[config.mk]
export PLATFORM = sky130hd
export DESIGN_NAME = onchip_mem_stream_reader_flat
export DESIGN_NICKNAME = d
export VERILOG_FILES = /design/src/rtl/onchip_mem_stream_reader_if.sv /design/src/rtl/onchip_mem_stream_reader.sv /design/src/flat_wrapper.sv
export SDC_FILE = /design/constraint.sdc
export NUM_CORES = 1
export LEC_CHECK = 0
export ABC_AREA = 1
export CAP_MARGIN = 25
export CORE_UTILIZATION = 61
export CTS_BUF_LIST = sky130_fd_sc_hd__clkbuf_8
export CTS_CLUSTER_SIZE = 30
export DETAILED_ROUTE_END_ITERATION = 10
export PLACE_DENSITY = 0.84
export SLEW_MARGIN = 20
export SYNTH_ARGS = -nofsm -noshare
export SYNTH_HDL_FRONTEND = slang
export SYNTH_SLANG_ARGS = --single-unit
[constraint.sdc]
create_clock -name clk_i -period 3.77 [get_ports clk_i]
set_input_delay 0.5655 -clock clk_i [delete_from_list [all_inputs] [get_ports clk_i]]
set_output_delay 0.5655 -clock clk_i [all_outputs]
set_load 0.1 [all_outputs]
[src/rtl/onchip_mem_stream_reader_if.sv]
// Bundles the RAM read port and the AXI-Stream output of the stream reader.
// The reader is the master of both the RAM port and the stream.
interface onchip_mem_stream_reader_if #(
  parameter int ADDR_W = 13,
  parameter int DATA_W = 16
) ();
  logic [ADDR_W-1:0] mem_address;
  logic              mem_chipselect;
  logic              mem_write;
  logic [1:0]        mem_byteenable;
  logic              mem_clken;
  logic [DATA_W-1:0] mem_readdata;
  logic [DATA_W-1:0] m_axis_tdata;
  logic              m_axis_tvalid;
  logic              m_axis_tready;
  logic              m_axis_tlast;

  modport master (
    output mem_address, mem_chipselect, mem_write, mem_byteenable, mem_clken,
    input  mem_readdata,
    output m_axis_tdata, m_axis_tvalid, m_axis_tlast,
    input  m_axis_tready
  );

  modport slave (
    input  mem_address, mem_chipselect, mem_write, mem_byteenable, mem_clken,
    output mem_readdata,
    input  m_axis_tdata, m_axis_tvalid, m_axis_tlast,
    output m_axis_tready
  );
endinterface

[src/rtl/onchip_mem_stream_reader.sv]
// Streams a contiguous block of RAM words out over AXI-Stream. A read is only issued
// when the skid FIFO is guaranteed to have room for its data one cycle later.
module onchip_mem_stream_reader #(
  parameter int ADDR_W     = 13,
  parameter int DATA_W     = 16,
  parameter int FIFO_DEPTH = 4
) (
  input  logic              clk_i,
  input  logic              reset_i,
  input  logic              start_i,
  input  logic [ADDR_W-1:0] start_addr_i,
  input  logic [ADDR_W:0]   length_i,
  output logic              busy_o,
  output logic              done_o,
  onchip_mem_stream_reader_if.master bus_if
);

  localparam int PTR_W = $clog2(FIFO_DEPTH);
  localparam int CNT_W = PTR_W + 1;
  localparam logic [ADDR_W-1:0] ADDR_ONE  = ADDR_W'(1);
  localparam logic [ADDR_W:0]   REM_ONE   = (ADDR_W + 1)'(1);
  localparam logic [ADDR_W:0]   REM_ZERO  = (ADDR_W + 1)'(0);
  localparam logic [CNT_W:0]    OCC_LIMIT = (CNT_W + 1)'(FIFO_DEPTH);
  localparam logic [CNT_W-1:0]  CNT_ONE   = CNT_W'(1);
  localparam logic [CNT_W-1:0]  CNT_ZERO  = CNT_W'(0);
  localparam logic [PTR_W-1:0]  PTR_ONE   = PTR_W'(1);
  localparam logic [PTR_W-1:0]  PTR_ZERO  = PTR_W'(0);

  typedef enum logic [1:0] {
    ST_IDLE  = 2'd0,
    ST_RUN   = 2'd1,
    ST_DRAIN = 2'd2
  } state_e;

  state_e            state_q, state_d;
  logic [ADDR_W-1:0] next_addr_q, next_addr_d;
  logic [ADDR_W-1:0] last_addr_q, last_addr_d;
  logic [ADDR_W:0]   remaining_q, remaining_d;
  logic              done_q, done_d;
  logic              inflight_q, inflight_last_q;

  // Each FIFO entry carries the word plus its end-of-job marker in the top bit.
  logic [DATA_W:0]   fifo_mem_q [FIFO_DEPTH];
  logic [PTR_W-1:0]  wr_ptr_q, rd_ptr_q;
  logic [CNT_W-1:0]  count_q;

  logic              issue_s;
  logic              push_s;
  logic              pop_s;
  logic              tvalid_s;
  logic              tlast_s;
  logic              credit_s;
  logic [CNT_W:0]    occupancy_s;

  assign occupancy_s = {1'b0, count_q} + {{CNT_W{1'b0}}, inflight_q};
  assign credit_s    = (occupancy_s < OCC_LIMIT);
  assign tvalid_s    = (count_q != CNT_ZERO);
  assign tlast_s     = tvalid_s & fifo_mem_q[rd_ptr_q][DATA_W];
  assign push_s      = inflight_q;
  assign pop_s       = tvalid_s & bus_if.m_axis_tready;

  assign bus_if.mem_address    = issue_s ? next_addr_q : last_addr_q;
  assign bus_if.mem_chipselect = issue_s;
  assign bus_if.mem_write      = 1'b0;
  assign bus_if.mem_byteenable = 2'b11;
  assign bus_if.mem_clken      = 1'b1;
  assign bus_if.m_axis_tvalid  = tvalid_s;
  assign bus_if.m_axis_tdata   = fifo_mem_q[rd_ptr_q][DATA_W-1:0];
  assign bus_if.m_axis_tlast   = tlast_s;
  assign busy_o                = (state_q != ST_IDLE);
  assign done_o                = done_q;

  always_comb begin
    state_d     = state_q;
    next_addr_d = next_addr_q;
    last_addr_d = last_addr_q;
    remaining_d = remaining_q;
    done_d      = 1'b0;
    issue_s     = 1'b0;
    case (state_q)
      ST_IDLE: begin
        if (start_i) begin
          if (length_i != REM_ZERO) begin
            state_d     = ST_RUN;
            next_addr_d = start_addr_i;
            remaining_d = length_i;
          end else begin
            done_d = 1'b1;
          end
        end else begin
          state_d = ST_IDLE;
        end
      end
      ST_RUN: begin
        if (credit_s) begin
          issue_s     = 1'b1;
          last_addr_d = next_addr_q;
          next_addr_d = next_addr_q + ADDR_ONE;
          remaining_d = remaining_q - REM_ONE;
          if (remaining_q == REM_ONE) begin
            state_d = ST_DRAIN;
          end else begin
            state_d = ST_RUN;
          end
        end else begin
          state_d = ST_RUN;
        end
      end
      ST_DRAIN: begin
        if (pop_s && tlast_s) begin
          done_d  = 1'b1;
          state_d = ST_IDLE;
        end else begin
          state_d = ST_DRAIN;
        end
      end
      default: begin
        state_d = ST_IDLE;
      end
    endcase
  end

  always_ff @(posedge clk_i) begin
    if (reset_i) begin
      state_q         <= ST_IDLE;
      next_addr_q     <= {ADDR_W{1'b0}};
      last_addr_q     <= {ADDR_W{1'b0}};
      remaining_q     <= REM_ZERO;
      done_q          <= 1'b0;
      inflight_q      <= 1'b0;
      inflight_last_q <= 1'b0;
    end else begin
      state_q         <= state_d;
      next_addr_q     <= next_addr_d;
      last_addr_q     <= last_addr_d;
      remaining_q     <= remaining_d;
      done_q          <= done_d;
      inflight_q      <= issue_s;
      inflight_last_q <= issue_s & (remaining_q == REM_ONE);
    end
  end

  // Read data lands one cycle after issue; the credit check guarantees a free slot.
  always_ff @(posedge clk_i) begin
    if (push_s) begin
      fifo_mem_q[wr_ptr_q] <= {inflight_last_q, bus_if.mem_readdata};
    end
  end

  always_ff @(posedge clk_i) begin
    if (reset_i) begin
      wr_ptr_q <= PTR_ZERO;
      rd_ptr_q <= PTR_ZERO;
      count_q  <= CNT_ZERO;
    end else begin
      if (push_s) begin
        wr_ptr_q <= wr_ptr_q + PTR_ONE;
      end
      if (pop_s) begin
        rd_ptr_q <= rd_ptr_q + PTR_ONE;
      end
      case ({push_s, pop_s})
        2'b10:   count_q <= count_q + CNT_ONE;
        2'b01:   count_q <= count_q - CNT_ONE;
        default: count_q <= count_q;
      endcase
    end
  end

endmodule
[src/flat_wrapper.sv]
// flat-port wrapper written by rule: the top's interface ports become plain ports
module onchip_mem_stream_reader_flat 
#(
  parameter int ADDR_W     = 13,
  parameter int DATA_W     = 16,
  parameter int FIFO_DEPTH = 4
)
  (clk_i, reset_i, start_i, start_addr_i, length_i, busy_o, done_o, bus_if_mem_address, bus_if_mem_chipselect, bus_if_mem_write, bus_if_mem_byteenable, bus_if_mem_clken, bus_if_mem_readdata, bus_if_m_axis_tdata, bus_if_m_axis_tvalid, bus_if_m_axis_tlast, bus_if_m_axis_tready);
  onchip_mem_stream_reader_if #(.ADDR_W(ADDR_W), .DATA_W(DATA_W)) bus_if_i ();
  input  logic clk_i;
  input  logic reset_i;
  input  logic start_i;
  input  logic [ADDR_W-1:0] start_addr_i;
  input  logic [ADDR_W:0] length_i;
  output logic busy_o;
  output logic done_o;
  output wire logic [$bits(bus_if_i.mem_address)-1:0] bus_if_mem_address;
  output wire logic [$bits(bus_if_i.mem_chipselect)-1:0] bus_if_mem_chipselect;
  output wire logic [$bits(bus_if_i.mem_write)-1:0] bus_if_mem_write;
  output wire logic [$bits(bus_if_i.mem_byteenable)-1:0] bus_if_mem_byteenable;
  output wire logic [$bits(bus_if_i.mem_clken)-1:0] bus_if_mem_clken;
  input wire logic [$bits(bus_if_i.mem_readdata)-1:0] bus_if_mem_readdata;
  output wire logic [$bits(bus_if_i.m_axis_tdata)-1:0] bus_if_m_axis_tdata;
  output wire logic [$bits(bus_if_i.m_axis_tvalid)-1:0] bus_if_m_axis_tvalid;
  output wire logic [$bits(bus_if_i.m_axis_tlast)-1:0] bus_if_m_axis_tlast;
  input wire logic [$bits(bus_if_i.m_axis_tready)-1:0] bus_if_m_axis_tready;
  assign bus_if_mem_address = bus_if_i.mem_address;
  assign bus_if_mem_chipselect = bus_if_i.mem_chipselect;
  assign bus_if_mem_write = bus_if_i.mem_write;
  assign bus_if_mem_byteenable = bus_if_i.mem_byteenable;
  assign bus_if_mem_clken = bus_if_i.mem_clken;
  assign bus_if_i.mem_readdata = bus_if_mem_readdata;
  assign bus_if_m_axis_tdata = bus_if_i.m_axis_tdata;
  assign bus_if_m_axis_tvalid = bus_if_i.m_axis_tvalid;
  assign bus_if_m_axis_tlast = bus_if_i.m_axis_tlast;
  assign bus_if_i.m_axis_tready = bus_if_m_axis_tready;
  onchip_mem_stream_reader #(.ADDR_W(ADDR_W), .DATA_W(DATA_W), .FIFO_DEPTH(FIFO_DEPTH)) u_core (.clk_i(clk_i), .reset_i(reset_i), .start_i(start_i), .start_addr_i(start_addr_i), .length_i(length_i), .busy_o(busy_o), .done_o(done_o), .bus_if(bus_if_i));
endmodule
After elaboration in Yosys (flattened, before gate mapping)
Memories as Yosys holds them, arrays and structs flattened. A register that Yosys moved wholly into a read port is not among the register bits. Cells that the tools add are included. W data, S select, Z words.

Flip-flop bits (word level): 52. Bits in writable memories: 68. Output and inout bits: 38. Logic and storage cells: 66. Memories: 1.

Add/sub/neg operators: 7. Magnitude comparators: 1. Eq/ne operators: 9. Muxes and demuxes: 26. Bitwise operators: 3. Reductions and logical operators: 9.

Memory list: u_core.fifo_mem_q (depth 4, width 17, rd ports 1, clocked after memory_dff 1, wr ports 1, line onchip_mem_stream_reader.sv:43) `logic [DATA_W:0] fifo_mem_q [FIFO_DEPTH];`.

Operators by type and width (count): $mux W13 (4); $mux W14 (3); $pmux W14 S2 (1); $pmux W13 S2 (1); $eq A14 B1 Y1 const B (1); $mux W2 (7); $reduce_bool A14 Y1 (1); $sub A14 B1 Y14 const B (1); $add A13 B1 Y13 const B (1); $mux W1 (7); $pmux W2 S3 (1); $pmux W3 S2 (1); $reduce_bool A2 Y1 (3); $add A2 B1 Y2 const B (2); $add A3 B1 Y4 (1); $eq A2 B1 Y1 const B (2); $eq A2 B2 Y1 const B (2); $lt A4 B3 Y1 const B (1); $ne A2 B1 Y1 const B (2); $reduce_and A4 Y1 (1); $add A3 B1 Y3 const B (1); $and A1 B1 Y1 (3); $ne A3 B2 Y1 const B (1); $reduce_bool A3 Y1 (1); 6 further kinds (6).

Logic depth before layout (Yosys ltp)
Depth after elaboration: 5. Depth in mapped cells: 11. Depth with buffers taken out: 10.

Least setup slack after synthesis
Ideal clock, no wire load.

Path kind: flip-flop to output port. From: register u_core.count_q[1]. To: output port bus_if_m_axis_tlast. Arrival: 3445 ps. Required time: 3204 ps. Setup slack: -240 ps. Cell stages (with the launch flop): 4. Buffers on the path: 0. Cells stage by stage: dfxtp_1 inv_1 nand3_1 a21boi_0.

Longest elaborated chain between the ends: 2.

Ends and longest elaborated chain: from (decl) (line onchip_mem_stream_reader.sv:45) `logic [CNT_W-1:0] count_q;`; from (signal assigned) (line onchip_mem_stream_reader.sv:163) `2'b10: count_q <= count_q + CNT_ONE;`; from (signal assigned) (line onchip_mem_stream_reader.sv:164) `2'b01: count_q <= count_q - CNT_ONE;`; from (signal assigned) (line onchip_mem_stream_reader.sv:165) `default: count_q <= count_q;`; $reduce_bool A3 Y1 (line onchip_mem_stream_reader.sv:57) `assign tvalid_s = (count_q != CNT_ZERO);`; net bus_if_m_axis_tvalid (line flat_wrapper.sv:24) `output wire logic [$bits(bus_if_i.m_axis_tvalid)-1:0] bus_if_m_axis_tvalid;`; $and A1 B1 Y1 (line onchip_mem_stream_reader.sv:58) `assign tlast_s = tvalid_s & fifo_mem_q[rd_ptr_q][DATA_W];`; to (decl) (line flat_wrapper.sv:25) `output wire logic [$bits(bus_if_i.m_axis_tlast)-1:0] bus_if_m_axis_tlast;`.

The timed path passes the listed nets, and every way through them passes these cells.

==> flow_summary.toml <==
[setup_path]
critPathMaxStageDelay_ns = 0.72
slowest_stage = "inv_1"
path_delay_family = "buffers and inverters"
cp_max_fo = 35
crit_type = "register to primary output"
critPathLaunchType = "register"
critPathRequiredTime_ns = 3.20
endpoint_kind = "primary output"
critPathBufInv = 3
crit_top_cell = "buf_4"
crit_arrival_ns = 2.46
cp_cell_sequence = "buf_4, inv_1, o21ai_0, o22ai_1, buf_4"
regToRegStartpoint = "u_core.count_q[1]$_SDFFE_PP0P_"

[final_layout]
layout-drive-gt1-share_pct = 14.3
layout.nets = 792
fillCellCount = 682
final_cells = 877
ff_latch_area_mm2 = 0.00312
multi_input_area_mm2 = 0.00219
num_antenna_cells = 0
syn_to_final_growth_pct = 18.0

[sta]
hold_viol_final = 0
setup_viol = 0
timing.fmax_mhz = 330
slew_viol_final = 0
skew_ns = 0.0154
fin_setup_tns_ns = 0
rsz0062_at_grt = "false"
finalCritPeriodShare_pct = 80.4
relSlewSlack_pct = 34.6
period_minus_slack_ns = 3.03
worstMarginPinSlew_ns = 0.978

[place]
dp_cells = 846
io_buffer_count = 80
dpl.hpwl_mm = 8.08
place.gp.congestion = 0.886

[floorplan]
dieArea_mm2 = 0.00995
die_x_um = 99.7
io_pins = 85
initial_utilization_pct = 63.1
coreArea_mm2 = 0.00924
die_y_um = 99.7
num_rows = 35

[cts]
cts.sinks = 122
hold_buffers = 0
h-tree-depth = 4
ctsResizeCount = 0
clock_latency_ns = 0.43
clk_pin_slew_ns = 0.07
cts_buffers = 17
cts_tree = "built"
root_buffer = "clkbuf_8"
post_cts_buffers = 0
ctsLongestPathBuffers = 2

[detailed_routing]
remaining_drc_errors = 0
drtAntennaViolNets = 0
drt-total-wl_mm = 12.4
drtIter0Drc = 256
top_layer = "met4"
wl_met2_mm = 6.41
vias_per_cell = 5.44
met1_length_mm = 5.10
wl_met3_um = 709
avgRoutedWirePerCell_um = 14.2
vias = 4774
first_pass_iters = 6

[global_routing]
grt_pass1_vias = 4539
grt_max_degree = 44
antenna_found_initial = 0
grt_overflow = 0
grt_pass1_wl_mm = 20.2
grt_use_total_pct = 26.0

[min_path]
min-delay-start = "u_core.rd_ptr_q[1]$_SDFFE_PP0P_"
min-delay-path-class = "register to register"

[power]
swShare_pct = 46.8
ir_drop_v = 0.000373
p_int_mw = 2.47
p_leak_nw = 2.70
p_comb_share_pct = 43.3
seq_power_share_pct = 34.1
switchingPower_mw = 2.18
pwr-share-clk_pct = 22.6
power.density_mw_per_mm2 = 676

[run]
maxCapViolCount = 0

[synth]
syn_area_per_cell_um2 = 8.79
ys.flop_type = "edfxtp_1"
yosysUniqueCellTypes = 41
syn_inst = 663
synth-seq-cells = 122
syn_area_mm2 = 0.00583
synth-edff-count = 68
async_flop_share_pct = 0
yosysSeqAreaShare_pct = 53.6
yosys_warnings = 0

[outcome]
outcome = "finished, final reports clean"
state kept, by name, indices dropped and copies added (netlist names), named ones only:
| register | flops |
|---|---|
| u_core.state_q | 2 |
| u_core.done_o | 1 |
| u_core.last_addr_q | 13 |
| u_core.wr_ptr_q | 2 |
| u_core.inflight_last_q | 1 |
| u_core.next_addr_q | 13 |
| u_core.inflight_q | 1 |
| u_core.remaining_q | 14 |
| u_core.fifo_mem_q | 68 |
| u_core.count_q | 3 |
| u_core.rd_ptr_q | 2 |
worst paths after layout:
path                                      to  slack, ns  cells past startpoint
max                   bus_if_m_axis_tdata[3]       0.74                      5
min          u_core.rd_ptr_q[1]$_SDFFE_PP0P_       0.48                      2
max reg2reg   u_core.count_q[2]$_SDFFE_PP0P_       1.68                     10
min reg2reg  u_core.rd_ptr_q[1]$_SDFFE_PP0P_       0.48                      2
cell usage in the layout (no fill, tap or decap), types with 3 or more instances in the layout:
cell             count
nor2_1             100
nand2_1             94
inv_1               73
o21ai_0             68
edfxtp_1            68
dfxtp_1             54
clkdlybuf4s50_1     49
nand3_1             40
buf_4               35
a21oi_1             32
clkbuf_8            17
o22ai_1             16
a211oi_1            13
nand2_2             10
a21oi_2             10
or2_2                8
ha_1                 8
nand4_1              7
xor2_1               4
conb_1               4
clkinvlp_4           4
clkinv_2             4
a31oi_1              3
nor2_2               3
clkinv_4             3
routing by layer:
layer  track usage, %  up-vias
met2             45.5      179
met5                0        -
met1             31.0     2213
li1                 -     2352
met4             9.50        0
met3             6.39       30
worst reg2reg max path: stages, from the launching register on:
cell and delay [ns]:
dfxtp_1 0.37, inv_1 0.09, nand3_1 0.15, and2_1 0.29, ha_1 0.19, inv_1 0.06, fa_1 0.37, a21oi_1 0.14
o21ai_0 0.12, o21ai_0 0.15, a21oi_1 0.05
power groups by stage:
stage | registers, mW | logic, mW | clock network, mW
floorplan | 1.59 | 1.63 | 0
global placement | 1.61 | 1.96 | 0
detailed placement | 1.61 | 2.00 | 0
CTS | 1.58 | 2.01 | 1.06
global route | 1.60 | 2.13 | 1.12
finish | 1.59 | 2.01 | 1.05
final cells by class:
class / count / area share (%)
Inverter: 76 / 4.18
Multi-Input combinational cell: 435 / 31.9
Sequential cell: 122 / 45.4
Tap cell: 129 / 2.35
Clock buffer: 17 / 3.40
Clock inverter: 14 / 1.80
Timing Repair Buffer: 84 / 11.0
cell usage after synthesis (all sizes together), types with 2 or more instances:
library cell | instances | area share, %
nand2 | 106 | 7.5
and2 | 2 | 0.21
nor2 | 105 | 7.2
nand3 | 41 | 3.6
o22ai | 16 | 1.7
ha | 8 | 1.7
o21ai | 69 | 6.0
dfxtp | 54 | 19
a21oi | 42 | 4.3
a211oi | 13 | 1.7
buf | 18 | 2.4
clkbuf | 14 | 1.5
edfxtp | 68 | 35
xor2 | 4 | 0.60
nand4 | 7 | 0.75
inv | 76 | 4.9
conb | 2 | 0.13
a31oi | 3 | 0.32
nor3 | 2 | 0.17
or2 | 10 | 1.1
kinds of logic after synthesis:
group           synth area share, %
buf+inv                        8.87
other cells                   0.129
compound gates                 14.2
simple gates                   20.5
xor+xnor                      0.601
fa+ha+maj                      2.06
flops                          53.6
metrics by stage:
step	setup slack [ns]	utilization [%]	instance area (um^2)	power [mW]	hold slack [ns]
6_report	0.740	74.4	6880	4.65	0.476
5_1_grt	0.574	74.4	6880	4.85	0.508
3_5_place_dp	1.18	70.6	6520	3.61	0.464
3_3_place_gp	1.27	70.6	6520	3.57	0.452
2_1_floorplan	0.475	-	5830	3.23	0.436
4_1_cts	0.723	74.4	6880	4.66	0.484
(Power assumes the default switching activity.)
